<file path="config.mk">
export PLATFORM = sky130hd
export DESIGN_NAME = eg4_rst_seq
export DESIGN_NICKNAME = d
export VERILOG_FILES = /design/src/rtl/eg4_rst_seq_pkg.sv /design/src/rtl/eg4_rst_seq_tick_gen.sv /design/src/rtl/eg4_rst_seq.sv
export SDC_FILE = /design/constraint.sdc
export NUM_CORES = 1
export LEC_CHECK = 0
export CELL_PAD_IN_SITES_DETAIL_PLACEMENT = 1
export CELL_PAD_IN_SITES_GLOBAL_PLACEMENT = 1
export CORE_MARGIN = 5
export CORE_UTILIZATION = 51
export CTS_CLUSTER_SIZE = 10
export DETAILED_ROUTE_END_ITERATION = 12
export GPL_ROUTABILITY_DRIVEN = 0
export PLACE_DENSITY = 0.89
export SYNTH_ARGS = -nofsm -noshare
export SYNTH_HDL_FRONTEND = slang
export SYNTH_SLANG_ARGS = --single-unit
</file>
<file path="constraint.sdc">
create_clock -name sys_clk_p -period 3 [get_ports sys_clk_p]
set_clock_uncertainty 0.15 [all_clocks]
set_input_delay 0.6 -clock sys_clk_p [delete_from_list [all_inputs] [get_ports sys_clk_p]]
set_output_delay 0.6 -clock sys_clk_p [all_outputs]
set_load 0.1 [all_outputs]
</file>
<file path="src/rtl/eg4_rst_seq_pkg.sv">
// Shared constants, state encoding and helpers for the EG4S20 reset sequencer.
package eg4_rst_seq_pkg;

  localparam int CONFIG_OSC_CLOCK = 50000000;
  localparam int HZ_PER_MHZ       = 1000000;
  localparam int US_PER_MS        = 1000;

  typedef enum logic [2:0] {
    ST_PWR = 3'd0,
    ST_SYS = 3'd1,
    ST_RUN = 3'd2,
    ST_SFT = 3'd3,
    ST_BTN = 3'd4
  } rst_state_e;

  function automatic int max3(input int a, input int b, input int c);
    int m;
    m = (a > b) ? a : b;
    return (m > c) ? m : c;
  endfunction

endpackage

</file>
<file path="src/rtl/eg4_rst_seq_tick_gen.sv">
// Free-running microsecond / millisecond strobe generator, shared by the board tops.
module rst_tick_gen
  import eg4_rst_seq_pkg::*;
#(
  parameter int CLK_HZ = CONFIG_OSC_CLOCK
) (
  input  logic sys_clk_p,
  input  logic pwr_rst_n,
  output logic sys_us,
  output logic sys_ms
);

  localparam int US_DIV = CLK_HZ / HZ_PER_MHZ;
  localparam int US_W   = (US_DIV > 1) ? $clog2(US_DIV) : 1;
  localparam int MS_W   = $clog2(US_PER_MS);

  localparam logic [US_W-1:0] US_LAST = US_W'(US_DIV - 1);
  localparam logic [MS_W-1:0] MS_LAST = MS_W'(US_PER_MS - 1);

  if (US_DIV < 2) begin : g_bad_div
    $error("rst_tick_gen: CLK_HZ must give at least 2 clocks per microsecond");
  end
  if ((CLK_HZ % HZ_PER_MHZ) != 0) begin : g_bad_hz
    $error("rst_tick_gen: CLK_HZ must be a whole number of MHz");
  end

  logic [US_W-1:0] us_cnt, us_nxt;
  logic [MS_W-1:0] ms_cnt, ms_nxt;

  // Next counter values; strobes are registered from these so they line up with the counts.
  always_comb begin
    us_nxt = (us_cnt == US_LAST) ? '0 : us_cnt + 1'b1;
    ms_nxt = ms_cnt;
    if (sys_us) begin
      ms_nxt = (ms_cnt == MS_LAST) ? '0 : ms_cnt + 1'b1;
    end
  end

  // Prescaler registers: sys_us is high while us_cnt sits at its last value,
  // sys_ms on the sys_us that wraps ms_cnt.
  always_ff @(posedge sys_clk_p or negedge pwr_rst_n) begin
    if (!pwr_rst_n) begin
      us_cnt <= '0;
      ms_cnt <= '0;
      sys_us <= 1'b0;
      sys_ms <= 1'b0;
    end else begin
      us_cnt <= us_nxt;
      ms_cnt <= ms_nxt;
      sys_us <= (us_nxt == US_LAST);
      sys_ms <= (us_nxt == US_LAST) && (ms_nxt == MS_LAST);
    end
  end

endmodule

</file>
<file path="src/rtl/eg4_rst_seq.sv">
// Reset and timebase sequencer: orders power-on / system reset release after PLL lock,
// debounces the board reset button and services CPU soft-reset requests.
module eg4_rst_seq
  import eg4_rst_seq_pkg::*;
#(
  parameter int CLK_HZ  = CONFIG_OSC_CLOCK,
  parameter int PWR_MS  = 4,
  parameter int SYS_MS  = 2,
  parameter int DEB_MS  = 10,
  parameter int SFT_US  = 8,
  parameter int BTN_INV = 1
) (
  input  logic sys_clk_p,
  input  logic pwr_rst_n,
  input  logic ext_reset,
  input  logic cpu_srst,
  output logic sys_us,
  output logic sys_ms,
  output logic pwr_rst,
  output logic sys_rst,
  output logic sys_ready
);

  localparam int HOLD_MAX = max3(PWR_MS, SYS_MS, SFT_US);
  localparam int HOLD_W   = $clog2(HOLD_MAX + 1);
  localparam int DEB_W    = $clog2(DEB_MS + 1);

  localparam logic [HOLD_W-1:0] HOLD_PWR = HOLD_W'(PWR_MS);
  localparam logic [HOLD_W-1:0] HOLD_SYS = HOLD_W'(SYS_MS);
  localparam logic [HOLD_W-1:0] HOLD_SFT = HOLD_W'(SFT_US);
  localparam logic [HOLD_W-1:0] HOLD_ONE = HOLD_W'(1);
  localparam logic [DEB_W-1:0]  DEB_LAST = DEB_W'(DEB_MS - 1);
  localparam logic              BTN_POL  = (BTN_INV != 0);

  if (PWR_MS == 0 || SYS_MS == 0 || DEB_MS == 0 || SFT_US == 0) begin : g_bad_param
    $error("eg4_rst_seq: PWR_MS, SYS_MS, DEB_MS and SFT_US must all be non-zero");
  end

  rst_tick_gen #(.CLK_HZ(CLK_HZ)) u_tick (
    .sys_clk_p (sys_clk_p),
    .pwr_rst_n (pwr_rst_n),
    .sys_us    (sys_us),
    .sys_ms    (sys_ms)
  );

  logic              btn_p0, btn_p1, btn_s, btn_d;
  logic [DEB_W-1:0]  deb_cnt;
  rst_state_e        state, state_nxt;
  logic              entry, entry_nxt;
  logic [HOLD_W-1:0] hold_cnt, hold_nxt;
  logic              pwr_nxt, sys_nxt, rdy_nxt;

  assign btn_s = btn_p1 ^ BTN_POL;

  // Two-stage synchroniser for the raw button; resets to the released level.
  always_ff @(posedge sys_clk_p or negedge pwr_rst_n) begin
    if (!pwr_rst_n) begin
      btn_p0 <= BTN_POL;
      btn_p1 <= BTN_POL;
    end else begin
      btn_p0 <= ext_reset;
      btn_p1 <= btn_p0;
    end
  end

  // Debouncer: accept a new level after DEB_MS consecutive ms strobes of disagreement.
  always_ff @(posedge sys_clk_p or negedge pwr_rst_n) begin
    if (!pwr_rst_n) begin
      btn_d   <= 1'b0;
      deb_cnt <= '0;
    end else if (btn_s == btn_d) begin
      deb_cnt <= '0;
    end else if (sys_ms) begin
      if (deb_cnt == DEB_LAST) begin
        btn_d   <= btn_s;
        deb_cnt <= '0;
      end else begin
        deb_cnt <= deb_cnt + 1'b1;
      end
    end
  end

  // Next state, hold counter and outputs; strobes on the entry cycle are ignored.
  always_comb begin
    state_nxt = state;
    hold_nxt  = hold_cnt;
    if (entry) begin
      case (state)
        ST_PWR:  hold_nxt = HOLD_PWR;
        ST_SYS:  hold_nxt = HOLD_SYS;
        ST_SFT:  hold_nxt = HOLD_SFT;
        default: hold_nxt = '0;
      endcase
    end
    case (state)
      ST_PWR: begin
        if (btn_d) begin
          state_nxt = ST_BTN;
        end else if (!entry && sys_ms) begin
          if (hold_cnt == HOLD_ONE) state_nxt = ST_SYS;
          else                      hold_nxt  = hold_cnt - 1'b1;
        end
      end
      ST_SYS: begin
        if (btn_d) begin
          state_nxt = ST_BTN;
        end else if (!entry && sys_ms) begin
          if (hold_cnt == HOLD_ONE) state_nxt = ST_RUN;
          else                      hold_nxt  = hold_cnt - 1'b1;
        end
      end
      ST_RUN: begin
        if (btn_d)         state_nxt = ST_BTN;
        else if (cpu_srst) state_nxt = ST_SFT;
      end
      ST_SFT: begin
        if (btn_d) begin
          state_nxt = ST_BTN;
        end else if (!entry && sys_us) begin
          if (hold_cnt == HOLD_ONE) state_nxt = ST_RUN;
          else                      hold_nxt  = hold_cnt - 1'b1;
        end
      end
      ST_BTN: begin
        if (!btn_d) state_nxt = ST_PWR;
      end
      default: state_nxt = ST_PWR;
    endcase
    entry_nxt = (state_nxt != state);
    pwr_nxt   = (state_nxt == ST_PWR) || (state_nxt == ST_BTN);
    sys_nxt   = (state_nxt != ST_RUN);
    rdy_nxt   = (state_nxt == ST_RUN);
  end

  // State and registered reset outputs; reset holds both resets asserted.
  always_ff @(posedge sys_clk_p or negedge pwr_rst_n) begin
    if (!pwr_rst_n) begin
      state     <= ST_PWR;
      entry     <= 1'b1;
      hold_cnt  <= '0;
      pwr_rst   <= 1'b1;
      sys_rst   <= 1'b1;
      sys_ready <= 1'b0;
    end else begin
      state     <= state_nxt;
      entry     <= entry_nxt;
      hold_cnt  <= hold_nxt;
      pwr_rst   <= pwr_nxt;
      sys_rst   <= sys_nxt;
      sys_ready <= rdy_nxt;
    end
  end

endmodule

</file>
Word level (Yosys, flattened, before mapping)
Cells that the tools add are included.
Word-level totals
  register bits: 36
  latch bits: 0
  memory bits (writable): 0
  memory bits (read-only): 0
  word-level logic and storage cells: 71
  memories: 0
Operators by class
  add/subtract/negate cells: 4
  multipliers: 0
  div/mod/pow operators: 0
  order comparisons: 0
  eq/ne operators: 15
  shift operators: 0
  multiplexer cells: 26
  bitwise operators: 2
  reduce and logical (&&, ||, !) cells: 10
Operators by type and width (count)
  $mux 4: 9
  $mux 3: 11
  $eq 10x10->1 const B: 2
  $mux 10: 2
  $pmux 3 s5: 1
  $eq 6x6->1 const B: 2
  $pmux 4 s3: 1
  $add 10x1->10 const B: 1
  $eq 3x2->1 const B: 3
  $pmux 4 s2: 1
  $add 6x1->6 const B: 1
  $eq 3x3->1 const B: 2
  $logic_not 3->1: 2
  $mux 6: 1
  $add 4x1->4 const B: 1
  $eq 4x1->1 const B: 1
  $eq 4x4->1 const B: 1
  $sub 4x1->4 const B: 1
  $eq 3x1->1 const B: 1
  $logic_and 1x1->1: 3
  $ne 3x2->1 const B: 1
  $ne 3x3->1: 1
  $reduce_and 3->1: 1
  $not 1->1: 2
  5 further kinds: 5

Logic depth before layout (Yosys ltp)
Gate-level depths: netlist of the first run.
  depth in word-level cells: 7
  gate-level depth with buffers: 7

Modules after synthesis
A second synthesis of the first run with hierarchy kept.
Unflattened totals
  cell total of the unflattened synthesis: 208
  area total of the unflattened synthesis: 2008.2 um^2
Modules (own cells, without submodules)
  eg4_rst_seq: times used 1, cells each 115, area each 1051.0 um^2, sequential area each 456.7 um^2
  rst_tick_gen: times used 1, cells each 93, area each 957.2 um^2, sequential area each 450.4 um^2

Least setup slack after synthesis of the first run
OpenSTA, ideal clock, no wires.
  path type: reg2reg
  start point: register u_tick.sys_ms
  end point: register hold_cnt[2]
  library setup time: 0.130 ns
  arrival: 2.049 ns
  slack: 0.671 ns
  stages on the path, launching flop included: 7
  buffers on the path: 1
  clock period less this slack: 2.329 ns
  cells stage by stage: dfrtp_1 -> clkbuf_1 -> nand2b_1 -> a221oi_4 -> a21oi_1 -> a22oi_1 -> o21ai_0
Between the ends
  cells in the longest elaborated chain, start to end: 4
RTL lines
  start: declaration: line eg4_rst_seq_tick_gen.sv:10  | output logic sys_ms
  start signal: assignment: line eg4_rst_seq_tick_gen.sv:51  | sys_ms <= (us_nxt == US_LAST) && (ms_nxt == MS_LAST);
  $logic_and 1x1->1: line eg4_rst_seq.sv:99, eg4_rst_seq.sv:107
  $mux 4: line eg4_rst_seq.sv:107  | end else if (!entry && sys_ms) begin
  $mux 4: line eg4_rst_seq.sv:97  | if (btn_d) begin
  $pmux 4 s2: line eg4_rst_seq.sv:95  | case (state)
  named net hold_nxt[2]: line eg4_rst_seq.sv:50  | logic [HOLD_W-1:0] hold_cnt, hold_nxt;
  end signal: assignment: line eg4_rst_seq.sv:147  | hold_cnt <= hold_nxt;
  end: declaration: line eg4_rst_seq.sv:50
The timed path passes the listed nets, and every way through them passes these cells.
A chain may end at the register's enable or synchronous reset.

Worst setup path in the final report of the first run
  start point: register u_tick.ms_cnt[0]
  end point: register u_tick.ms_cnt[9]
Between the ends
  cells in the longest elaborated chain, start to end: 3
  elaborated cells between the ends (all ways): 4
RTL lines
  start: declaration: line eg4_rst_seq_tick_gen.sv:28  | logic [MS_W-1:0] ms_cnt, ms_nxt;
  start signal: assignment: line eg4_rst_seq_tick_gen.sv:49  | ms_cnt <= ms_nxt;
  $add 10x1->10 / $eq 10x10->1 (equally long branches): line eg4_rst_seq_tick_gen.sv:35  | ms_nxt = (ms_cnt == MS_LAST) ? '0 : ms_cnt + 1'b1;
  $mux 10 *: line eg4_rst_seq_tick_gen.sv:35
  $mux 10 *: line eg4_rst_seq_tick_gen.sv:34  | if (sys_us) begin
  named net u_tick.ms_nxt[9]: line eg4_rst_seq_tick_gen.sv:28
The timed path passes the listed nets; every way through them passes the cells marked *.

==> key figures, run 1 <==
Worst hold path
  • Worst hold path depth: 0
  • Worst hold path type: reg -> reg

STA
  • Worst-Margin Slew: 0.535 ns
  • Worst relative slew slack: 0.643
  • Fin. max-slew vios: 0
  • Setup ws final: 0.974 ns
  • Setup TNS: 0 ns
  • Period utilization: 0.675
  • # setup viols final: 0
  • RSZ-0062 raised after global routing: false
  • Fmax: 494 MHz
  • Fin. Hold Viols: 0
  • Final min period: 2.03 ns
  • Hold WS: 0.207 ns

Cells and area
  • Final std cells w/o fill: 264
  • Fin area: 2210 um^2
  • NumNets Final: 225
  • N_diodes: 0
  • Area Overhead vs Synth: 7.62%
  • Most common cell after layout, fill and taps aside: dfrtp_1
  • Most frequent cells in the layout: 31 x dfrtp_1, 19 x nor2_1, 17 x nand2_1, 14 x a21oi_1
  • Layout cell share with drive strength beyond 1: 0.145
  • Util after Layout: 0.560

Placed design
  • Placed wire-length estimate: 3310 um
  • Buffers on Ports: 8
  • Post-placement cell count: 256
  • Area post-placement: 2120 um^2
  • Pre-CTS setup slack: 0.996 ns

Floorplan
  • Initial core utilization: 0.521
  • Die Span X: 73.5 um
  • Core area: 3940 um^2
  • Io pins: 9
  • Die height: 73.5 um
  • Die Area: 5390 um^2
  • Row cnt: 23

Detailed routing
  • Drt initial violations: 65
  • Drt drc: 0
  • Routed Antenna Nets: 0
  • Pre-Repair DR Iteration Count: 4
  • DR WL/cell: 17.1 um
  • Vias per cell: 5.88
  • Vias after detailed routing: 1,551
  • Final WL: 4510 um

Power
  • PnR Total Power: 0.857 mW
  • Max VDD drop: 0.000273 V
  • Pleak: 0.913 nW
  • Pwr dens: 388 nW/um^2

Clock network
  • CTS tree: yes
  • Clock tree sinks: 36
  • CTS buffer count: 5
  • CTS Root Buffer Type: clkbuf_8
  • H-tree levels: 2
  • Post-CTS sizing: 0
  • Maximum clock insertion buffer count: 2
  • Hold buffers post-CTS: 0
  • Worst-path clk slew: 0.07 ns
  • Post CTS Setup Buffer Count: 0
  • Clock Latency Late Sink: 0.29 ns

Yosys
  • Mapped cell area: 2050 um^2
  • Post-Synthesis Cells: 209
  • Prevailing post-synth register cell: dfrtp_1
  • Number of synthesized flops with an enable pin: 0
  • Synthesis-stage register bit count: 36
  • Ys async rst share: 1.00
  • Synthesized net count: 221
  • Yosys warns: 0
  • Netlist cell types: 52
  • Register area share after synthesis: 0.442
  • Avg Cell Area, Syn: 9.82 um^2

Setup path
  • R2R depth: 5
  • CP cell instances: ha_1, nand3_1, or2_2, nor2_1, nor2_1
  • Worst setup SP type: register
  • CP dominant cell by count: nor2_1
  • Critical path arrival: 2.04 ns
  • Kind of critical path: reg -> reg
  • CP required: 3.01 ns
  • Worst Path Buf+Inv: 0
  • Kind of cell adding the most delay to the critical path: simple AND/OR/NAND/NOR gates
  • Worst Path Max Fanout: 8
  • Critical path's slowest cell: dfrtp_1
  • WP depth: 5
  • CP endpoint kind: register
  • Max incr delay on CP: 0.46 ns

Global route
  • Vias in the first global route: 1,593
  • Largest net degree at the start of global routing: 37
  • First-pass GRT wire length: 7760 um
  • Initial antenna violation count: 0
  • Global route total overflow: 0
  • GRT Resource Usage Total: 0.193

Job
  • Max Cap Viol: 0

Status
  • Result of the run: complete, no violations
[final timing paths]
kind                                        from                to  slack, ns
worst max-delay path            u_tick.ms_cnt[0]  u_tick.ms_cnt[9]       0.97
worst min-delay path                      btn_p0            btn_p1       0.21
worst max register to register  u_tick.ms_cnt[0]  u_tick.ms_cnt[9]       0.97
worst min register to register            btn_p0            btn_p1       0.21
max in group asynchronous              pwr_rst_n            btn_p0       1.78
min in group asynchronous              pwr_rst_n        deb_cnt[3]       0.57
[power by group]
group          leakage (nW)  internal [mW]  total (mW)  switching (mW)
Combinational         0.400        0.00483      0.0161          0.0113
Sequential            0.462          0.488       0.489        0.000643
Clock                0.0510          0.183       0.352           0.169
[final cells by class]
type | count | area [um^2]
fillers | 450 | 1730
clock inverters | 2 | 10.0
flip-flops and latches | 36 | 907
repair buffers | 9 | 75.1
well taps | 50 | 62.6
clock buffers | 6 | 82.6
inverters | 10 | 37.5
multi-input cells | 151 | 1030
[registers in the layout (all words and copies together), names as in the netlist]
signal         cells
btn_d              1
btn_p0             1
btn_p1             1
deb_cnt            4
entry              1
hold_cnt           4
pwr_rst            1
state              3
sys_ready          1
sys_rst            1
u_tick.ms_cnt     10
u_tick.sys_ms      1
u_tick.sys_us      1
u_tick.us_cnt      6
[synthesized netlist by cell type, types with 2 or more instances]
| cell | count | area (um^2) |
|---|---|---|
| a211oi_1 | 2 | 15.0 |
| a21boi_0 | 2 | 15.0 |
| a21oi_1 | 14 | 70.1 |
| a31oi_1 | 4 | 25.0 |
| and2_1 | 2 | 12.5 |
| and4_1 | 3 | 26.3 |
| buf_2 | 5 | 25.0 |
| buf_4 | 2 | 15.0 |
| buf_6 | 2 | 22.5 |
| clkbuf_1 | 3 | 11.3 |
| dfrtp_1 | 31 | 776 |
| dfstp_2 | 5 | 131 |
| ha_1 | 8 | 100 |
| inv_1 | 10 | 37.5 |
| mux2i_1 | 2 | 20.0 |
| nand2_1 | 17 | 63.8 |
| nand2b_1 | 5 | 31.3 |
| nand3_1 | 9 | 45.0 |
| nand3b_1 | 2 | 15.0 |
| nand4_1 | 4 | 25.0 |
| nand4b_1 | 2 | 17.5 |
| nor2_1 | 19 | 71.3 |
| nor2b_1 | 2 | 12.5 |
| nor3_1 | 10 | 50.1 |
| o21ai_0 | 7 | 35.0 |
| xnor2_1 | 7 | 61.3 |
| xor2_1 | 5 | 43.8 |
[routing by layer]
| layer | wire length (um) | vias up | GRT usage |
|---|---|---|---|
| met5 | 0 | - | 0 |
| met4 | 93 | 0 | 0.0905 |
| met3 | 128 | 8 | 0.0438 |
| met2 | 2330 | 18 | 0.334 |
| met1 | 1950 | 779 | 0.224 |
| li1 | - | 746 | - |
[cells by family after synthesis]
logic type,Yosys count,synth area share
and+or+nand+nor,86,0.237
AOI/OAI and AO/OA,42,0.152
DFF,36,0.442
buffers and inverters,22,0.0542
xor gates and xnor gates,12,0.0512
adders and majority gates,8,0.0488
muxes,3,0.0152
Power figures use the tool's default switching activity.
==> run 2: changes to the inputs <==
CORE_UTILIZATION = 47   (was 51)
PLACE_DENSITY = 0.83   (was 0.89)
clock period = 1.9 ns   (was 3 ns; I/O delays follow)
==> key figures, run 2 (synthesis results as in run 1) <==
Status
  • Result of the run: complete, no violations

STA
  • Setup ws final: 0.0369 ns
  • RSZ-0062 raised after global routing: true
  • Fin. Hold Viols: 0
  • Fmax: 537 MHz
  • Worst relative slew slack: 0.747
  • Period utilization: 0.981
  • Setup TNS: 0 ns
  • # setup viols final: 0
  • Final min period: 1.86 ns
  • Fin. max-slew vios: 0
  • Worst-Margin Slew: 0.378 ns

Setup path
  • Worst setup SP type: register
  • CP required: 1.94 ns
  • Max incr delay on CP: 0.44 ns
  • Worst Path Max Fanout: 6
  • Kind of critical path: reg -> reg
  • Critical path arrival: 1.90 ns
  • CP cell instances: ha_1, nand3b_1, nor3b_2, o311ai_2, nand4_1, nor4b_2
  • CP endpoint kind: register
  • Critical path's slowest cell: dfrtp_2

Cells and area
  • Max reg flops: 10
  • Most frequent cells in the layout: 27 x dfrtp_1, 21 x buf_4, 19 x nor2_1, 17 x nand2_1, 14 x a21oi_1
  • NumNets Final: 247
  • Most common cell after layout, fill and taps aside: dfrtp_1
  • Largest regs: u_tick.ms_cnt: 10 flops, u_tick.us_cnt: 6 flops
  • N_diodes: 0
  • Top reg by flops: u_tick.ms_cnt
  • Area Overhead vs Synth: 20.8%
  • Layout cell share with drive strength beyond 1: 0.251

Global route
  • Global route total overflow: 0
  • Vias in the first global route: 1,804
  • Largest net degree at the start of global routing: 27
  • First-pass GRT wire length: 8420 um
  • Initial antenna violation count: 0
  • GRT Resource Usage Total: 0.174

Floorplan
  • Initial core utilization: 0.478
  • Die height: 76.1 um
  • Io pins: 9
  • Die Area: 5790 um^2
  • Die Span X: 76.1 um
  • Row cnt: 24
  • Core area: 4290 um^2

Clock network
  • Maximum clock insertion buffer count: 2
  • CTS buffer count: 5
  • H-tree levels: 2
  • Clock tree sinks: 36
  • Clock Latency Late Sink: 0.28 ns
  • CTS tree: yes
  • Worst-path clk slew: 0.07 ns
  • CTS Root Buffer Type: clkbuf_8

Detailed routing
  • Final WL: 4870 um
  • Vias per cell: 5.74
  • Vias after detailed routing: 1,648
  • Routed Antenna Nets: 0
  • DR WL/cell: 17.0 um
  • Pre-Repair DR Iteration Count: 4
  • Drt initial violations: 69
  • Drt drc: 0

Worst hold path
  • Worst hold path type: reg -> reg

Placed design
  • Buffers on Ports: 8
  • Placed wire-length estimate: 3510 um
  • Pre-CTS setup slack: -0.0223 ns

Job
  • Max Cap Viol: 0

Power
  • Pwr dens: 558 nW/um^2
  • Max VDD drop: 0.000439 V
  • Pleak: 1.06 nW
## run 2: changes by cell type in the layout (fill, tap and decap cells not counted), moves of 2 or more
cell / change
dfrtp_4: +2
dfrtp_1: -4
clkinv_2: -2
buf_4: +15
buf_12: +6
dfrtp_2: +2
## run 2: layout make-up
type                       count  area, um^2
multi-input combinational    151        1050
inverter                      10        37.5
timing repair buffer          31         313
fill                         483        1810
tap                           52        65.1
clock buffer                   7        96.3
sequential                    36         917
## run 2: timing repair
action / CTS / global route
setup endpoints to repair: 2 / 8
hold buffers: 1 / 0
endpoints found under the hold margin: 9 / 0
gates resized for setup: 2 / 3
buffers inserted: 0 / 2
pin swaps: 2 / 3
## run 2: worst paths after layout
path	start	end	slack, ns	depth (start not counted)
worst max-delay path	u_tick.us_cnt[0]	u_tick.sys_ms	0.04	6
worst min-delay path	btn_p0	btn_p1	0.22	0
worst max register to register	u_tick.us_cnt[0]	u_tick.sys_ms	0.04	6
worst min register to register	btn_p0	btn_p1	0.22	0
max in group asynchronous	pwr_rst_n	sys_rst	0.72	3
min in group asynchronous	pwr_rst_n	u_tick.us_cnt[3]	0.39	2
## run 2: critical path, delay by kind of cell (launching register included)
family          cells  cell delay, ns
compound gates      1            0.33
simple gates        4            0.64
fa+ha+maj           1            0.21
flops               1            0.44
## run 2: per-layer routing
layer  part of all wire  GRT usage  up-vias
li1                   -          -      791
met1               0.41      0.199      832
met2               0.55      0.332       21
met3              0.028     0.0355        4
met4             0.0078     0.0315        0
met5                  0          0        -
## run 2: power by group
group          total, mW  internal [mW]  switching, mW
combinational     0.0292         0.0107         0.0185
sequential         0.771          0.770        0.00113
clock              0.583          0.323          0.260
## run 2: through the flow
step                std cells  cell area, um^2  hold WS, ns  power [mW]  utilization
detailed placement        277             2340        0.128       0.815        0.546
finish                    287             2480        0.222        1.38        0.578
floorplan                 209             2070      -0.0656       0.788            -
CTS                       285             2460        0.222        1.40        0.572
global route              287             2480        0.229        1.44        0.578
global placement          277             2340        0.126       0.814        0.546
